==> config.mk <==
export PLATFORM = sky130hd
export DESIGN_NAME = io_handshake_sequencer_flat
export DESIGN_NICKNAME = d
export VERILOG_FILES = /design/src/rtl/io_handshake_sequencer_if.sv /design/src/rtl/io_handshake_sequencer.sv /design/src/flat_wrapper.sv
export SDC_FILE = /design/constraint.sdc
export NUM_CORES = 1
export LEC_CHECK = 0
export ABC_AREA = 1
export ABC_CLOCK_PERIOD_IN_PS = 1800
export CORE_AREA = 2 2 75 63
export CTS_BUF_LIST = sky130_fd_sc_hd__clkbuf_8
export DETAILED_ROUTE_END_ITERATION = 10
export DIE_AREA = 0 0 77 65
export GPL_ROUTABILITY_DRIVEN = 0
export HOLD_SLACK_MARGIN = 0.12
export PLACE_DENSITY = 0.78
export SLEW_MARGIN = 20
export SYNTH_ARGS = -nofsm -noshare
export SYNTH_HDL_FRONTEND = slang
export SYNTH_SLANG_ARGS = --single-unit
==> constraint.sdc <==
create_clock -name clock -period 1.8 [get_ports clock]
set_clock_uncertainty 0.1 [all_clocks]
set_input_delay 0.36 -clock clock [delete_from_list [all_inputs] [get_ports clock]]
set_output_delay 0.36 -clock clock [all_outputs]
set_load 0.02 [all_outputs]
==> src/rtl/io_handshake_sequencer_if.sv <==
// Handshake bundle between the control core / board pins and io_handshake_sequencer.
// master drives the decoded flags and raw buttons; slave is the sequencer itself.
interface io_handshake_sequencer_if;
  logic       is_input;
  logic       is_output;
  logic       raw_confirm;
  logic       raw_continue;
  logic       confirmation;
  logic       continue_button;
  logic       waiting;
  logic [1:0] fsm_state;

  modport master (
    output is_input, is_output, raw_confirm, raw_continue,
    input  confirmation, continue_button, waiting, fsm_state
  );

  modport slave (
    input  is_input, is_output, raw_confirm, raw_continue,
    output confirmation, continue_button, waiting, fsm_state
  );
endinterface

==> src/rtl/io_handshake_sequencer.sv <==
// Converts board buttons into single-cycle confirmation/continue strobes for I/O and PAUSE.
// Define IO_AUTO_CONFIRM_EN to bypass the buttons and strobe automatically on every request.
module io_handshake_sequencer #(
  parameter int unsigned DEBOUNCE_CYCLES = 50000,
  parameter int unsigned CNT_W           = 16
) (
  input logic                    clock,
  input logic                    reset,
  io_handshake_sequencer_if.slave hs
);

  typedef enum logic [1:0] {
    IDLE       = 2'd0,
    WAIT_REL   = 2'd1,
    WAIT_PRESS = 2'd2,
    FIRE       = 2'd3
  } state_t;

  typedef enum logic {
    KIND_IO    = 1'b0,
    KIND_PAUSE = 1'b1
  } kind_t;

  // Bit 0 is the confirm button, bit 1 the continue button.
  logic [1:0] raw;
  logic [1:0] deb;

  assign raw = {hs.raw_continue, hs.raw_confirm};

  for (genvar g = 0; g < 2; g++) begin : g_btn
    logic             s1;
    logic             s2;
    logic             lvl;
    logic [CNT_W-1:0] cnt;

    always_ff @(posedge clock) begin
      if (!reset) begin
        s1  <= 1'b0;
        s2  <= 1'b0;
        lvl <= 1'b0;
        cnt <= '0;
      end else begin
        s1 <= raw[g];
        s2 <= s1;
        // The level flips on the DEBOUNCE_CYCLES-th consecutive disagreeing cycle.
        if (s2 == lvl) begin
          cnt <= '0;
        end else if (cnt == CNT_W'(DEBOUNCE_CYCLES - 1)) begin
          lvl <= s2;
          cnt <= '0;
        end else begin
          cnt <= cnt + CNT_W'(1);
        end
      end
    end

    assign deb[g] = lvl;
  end

  logic   req;
  kind_t  kind_now;
  kind_t  kind_q;
  logic   btn_now;
  logic   btn_lat;
  logic   abort;

  assign req      = hs.is_input | hs.is_output;
  assign kind_now = (hs.is_input & hs.is_output) ? KIND_PAUSE : KIND_IO;
  assign btn_now  = (kind_now == KIND_PAUSE) ? deb[1] : deb[0];
  assign btn_lat  = (kind_q   == KIND_PAUSE) ? deb[1] : deb[0];
  assign abort    = !req || (kind_now != kind_q);

  state_t state;
  logic   confirmation_q;
  logic   continue_q;
  logic   waiting_q;

  always_ff @(posedge clock) begin
    if (!reset) begin
      state          <= IDLE;
      kind_q         <= KIND_IO;
      confirmation_q <= 1'b0;
      continue_q     <= 1'b0;
      waiting_q      <= 1'b0;
    end else begin
      confirmation_q <= 1'b0;
      continue_q     <= 1'b0;
      case (state)
`ifdef IO_AUTO_CONFIRM_EN
        IDLE: begin
          if (req) begin
            kind_q         <= kind_now;
            state          <= FIRE;
            confirmation_q <= (kind_now == KIND_IO);
            continue_q     <= (kind_now == KIND_PAUSE);
          end
        end
        // Returning to IDLE forces one idle cycle between back-to-back strobes.
        default: state <= IDLE;
`else
        IDLE: begin
          if (req) begin
            kind_q    <= kind_now;
            waiting_q <= 1'b1;
            state     <= btn_now ? WAIT_REL : WAIT_PRESS;
          end
        end
        WAIT_REL: begin
          if (abort) begin
            state     <= IDLE;
            waiting_q <= 1'b0;
          end else if (!btn_lat) begin
            state <= WAIT_PRESS;
          end
        end
        WAIT_PRESS: begin
          if (abort) begin
            state     <= IDLE;
            waiting_q <= 1'b0;
          end else if (btn_lat) begin
            state          <= FIRE;
            waiting_q      <= 1'b0;
            confirmation_q <= (kind_q == KIND_IO);
            continue_q     <= (kind_q == KIND_PAUSE);
          end
        end
        // The core retires the instruction now; a held button must be released
        // before the next I/O instruction can be confirmed.
        FIRE: begin
          state     <= WAIT_REL;
          waiting_q <= 1'b1;
        end
        default: begin
          state     <= IDLE;
          waiting_q <= 1'b0;
        end
`endif
      endcase
    end
  end

  assign hs.confirmation    = confirmation_q;
  assign hs.continue_button = continue_q;
  assign hs.waiting         = waiting_q;
  assign hs.fsm_state       = state;

endmodule

==> src/flat_wrapper.sv <==
// flat-port wrapper written by rule: the top's interface ports become plain ports
module io_handshake_sequencer_flat 
#(
  parameter int unsigned DEBOUNCE_CYCLES = 50000,
  parameter int unsigned CNT_W           = 16
)
  (clock, reset, hs_is_input, hs_is_output, hs_raw_confirm, hs_raw_continue, hs_confirmation, hs_continue_button, hs_waiting, hs_fsm_state);
  io_handshake_sequencer_if hs_i ();
  input logic clock;
  input logic reset;
  input wire logic [$bits(hs_i.is_input)-1:0] hs_is_input;
  input wire logic [$bits(hs_i.is_output)-1:0] hs_is_output;
  input wire logic [$bits(hs_i.raw_confirm)-1:0] hs_raw_confirm;
  input wire logic [$bits(hs_i.raw_continue)-1:0] hs_raw_continue;
  output wire logic [$bits(hs_i.confirmation)-1:0] hs_confirmation;
  output wire logic [$bits(hs_i.continue_button)-1:0] hs_continue_button;
  output wire logic [$bits(hs_i.waiting)-1:0] hs_waiting;
  output wire logic [$bits(hs_i.fsm_state)-1:0] hs_fsm_state;
  assign hs_i.is_input = hs_is_input;
  assign hs_i.is_output = hs_is_output;
  assign hs_i.raw_confirm = hs_raw_confirm;
  assign hs_i.raw_continue = hs_raw_continue;
  assign hs_confirmation = hs_i.confirmation;
  assign hs_continue_button = hs_i.continue_button;
  assign hs_waiting = hs_i.waiting;
  assign hs_fsm_state = hs_i.fsm_state;
  io_handshake_sequencer #(.DEBOUNCE_CYCLES(DEBOUNCE_CYCLES), .CNT_W(CNT_W)) u_core (.clock(clock), .reset(reset), .hs(hs_i));
endmodule
==> flow_metrics.tcl <==
set metrics [dict create \
    floorplan.rows 22 \
    relSlewSlack 0.752 \
    viasPerCell 5.13 \
    fillers 419 \
    clock_sinks 44 \
    path_class "reg -> out" \
    synth_area_leader_cell "dfxtp_1" \
    min_period_over_period 0.940 \
    setup_viol 0 \
    syn_area_per_cell_sq_um 7.47 \
    cp_top_family "buffers and inverters" \
    hpwl_um 2930 \
    syn_inst 298 \
    layout_commonest_cell "nand2_1" \
    core_area_sq_mm 0.00435 \
    utilization 0.579 \
    path_cells "clkdlybuf4s50_1" \
    grt_busiest_layer "met2" \
    grt_pass1_vias 1702 \
    die_w_um 77 \
    worstHoldPathType "reg -> reg" \
    root_buffer "clkbuf_8" \
    grt_pass1_wl_um 7240 \
    critPathMaxFanout 2 \
    cts_max_level 2 \
    synth_nets 311 \
    startpoint_type "flop" \
    route.detailed.drc 0 \
    cts_resized 0 \
    required_ns 1.34 \
    hold_slack_ns 0.318 \
    cts_buffers 5 \
    slew_violations 0 \
    drt-initial-drc-count 106 \
    synth-edff-count 0 \
    multiInputGateArea_sq_mm 0.00116 \
    synth_cell_types 33 \
    final_cell_mix "nand2_1 (60), dfxtp_1 (44), inv_1 (41)" \
    diodes 0 \
    ys.flop_type "dfxtp_1" \
    grt_max_degree 17 \
    vias 1927 \
    io_buffers 10 \
    crit_buf_inv 1 \
    worst_setup_path_end_kind "output pin" \
    use_met3 0.0515 \
    cpPeakStageDelay_ns 0.60 \
    wl_per_cell_um 10.8 \
    fin_nets 328 \
    drv_cap 0 \
    grt_use_met1 0.242 \
    ant_nets 0 \
    finalHoldViolations 0 \
    grt-ovfl-total 0 \
    die-area_sq_mm 0.00501 \
    reg2reg_from "u_core.g_btn[0].cnt[0]$_SDFF_PP0_" \
    yosys_warnings 0 \
    use_met2 0.284 \
    initial_core_util 0.512 \
    power.density_cell_area_mw_per_mm2 861 \
    crit_arrival_ns 1.23 \
    min_period_ns 1.69 \
    leakagePower_nw 0.965 \
    synth-seq-area-share 0.396 \
    track_usage 0.179 \
    area_delta_synth_final_pct 13.0 \
    cts_tree "built" \
    synth_top_area_frac 0.396 \
    ctsHoldBuffers 0 \
    synthArstFlopShare 0 \
    ioPinCount 11 \
    synthTopCellsByArea "dfxtp_1 (40%), nand2_1 (10%), inv_1 (6.7%)" \
    clockBufferDepth 2 \
    clk_latency_ns 0.30 \
    cpMaxStageDelayCell "clkdlybuf4s50_1" \
    clk_pin_slew_ns 0.08 \
    crit_start "u_core.hs.waiting$_SDFFE_PN0P_" \
    routed_wl_um 4050 \
    max_freq_mhz 591 \
    dieHeight_um 65 \
    run_status "finished clean" \
    post_cts_buffers 0 \
    syn-cell-area_sq_mm 0.00223 \
    hold_start "u_core.g_btn[1].s1$_SDFF_PN0_" \
    ys_seq_elements 44 \
    seqCellArea_sq_um 881 \
    ir_drop_uv 751 \
    drive_gt1_frac 0.130 \
    drt_first_pass_iters 4 \
    antenna_found_initial 0 \
    rsz0062_at_grt "false" \
    tightest_slew_ns 0.369 \
]
[path summary, 6_finish.rpt]
path | slack (ns) | end | depth (start not counted)
worst max-delay path | 0.11 | hs_waiting | 1
worst min-delay path | 0.32 | u_core.g_btn[1].s2$_SDFF_PN0_ | 2
worst max register to register | 0.16 | u_core.g_btn[0].cnt[8]$_SDFF_PP0_ | 8
worst min register to register | 0.32 | u_core.g_btn[1].s2$_SDFF_PN0_ | 2
[area by class of cell]
cell class,count,area share
clock buffers,5,0.0273
clock inverters,3,0.0154
inverters,42,0.0626
multi-input cells,209,0.459
flip-flops and latches,44,0.350
well taps,60,0.0298
repair buffers,13,0.0557
[synth_stat cells, types with 3 or more instances]
cell	number
xor2_1	5
nor3_1	16
a21oi_2	5
nand2_2	3
nand4_1	11
nor2_1	30
dfxtp_1	44
o21ai_0	6
or2_1	4
nor2_2	9
or2_2	3
a21oi_1	13
ha_1	7
nand2_1	60
nand3_1	19
inv_1	40
[report_power, final]
group	internal, W	switching, W
clock network	0.000406	0.000335
registers	0.00101	0.0000309
logic	0.000162	0.000224
total	0.00158	0.000590
[through the flow]
step                      std cells  power [W]  setup TNS, ns  cell area [sq um]  setup slack (ns)
after floorplan                 298    0.00133              0               2230             0.302
after global placement          368    0.00145              0               2400            0.0264
after detailed placement        368    0.00145        -0.0527               2400           -0.0291
after CTS                       376    0.00218              0               2510            0.0184
after global routing            376    0.00229              0               2520            0.0139
final                           376    0.00217              0               2520             0.109
[registers in the layout (all words and copies together), names as in the netlist]
register                   flops
u_core.g_btn.s2                2
u_core.g_btn.s1                2
u_core.hs.confirmation         1
u_core.g_btn.cnt              32
u_core.g_btn.lvl               2
u_core.hs.waiting              1
u_core.hs.fsm_state            2
u_core.hs.continue_button      1
u_core.kind_q                  1
[layer usage]
metal,routed length [um],part of all wire
met2,1740,0.43
met1,2040,0.50
met5,0,0
met4,44,0.011
met3,227,0.056
[logic make-up (layout without fill, tap and decap cells)]
group	count (synthesis)	count (layout)	share of synthesized area
DFF	44	44	0.396
AOI/OAI and AO/OA	29	29	0.0792
buffers and inverters	45	63	0.0865
xor gates and xnor gates	7	7	0.0275
adders and majority gates	7	7	0.0393
and+or+nand+nor	166	166	0.372
[worst reg2reg max path, cell delays in order (launching register included)]
cell and delay [ns]:
dfxtp_1 0.38, ha_2 0.22, nand3_2 0.15, nor2_2 0.13
inv_2 0.05, nor2_2 0.11, nand2_2 0.08, nand3_4 0.22
nor3_1 0.08
Note: power is estimated with default switching activity, not from simulation.
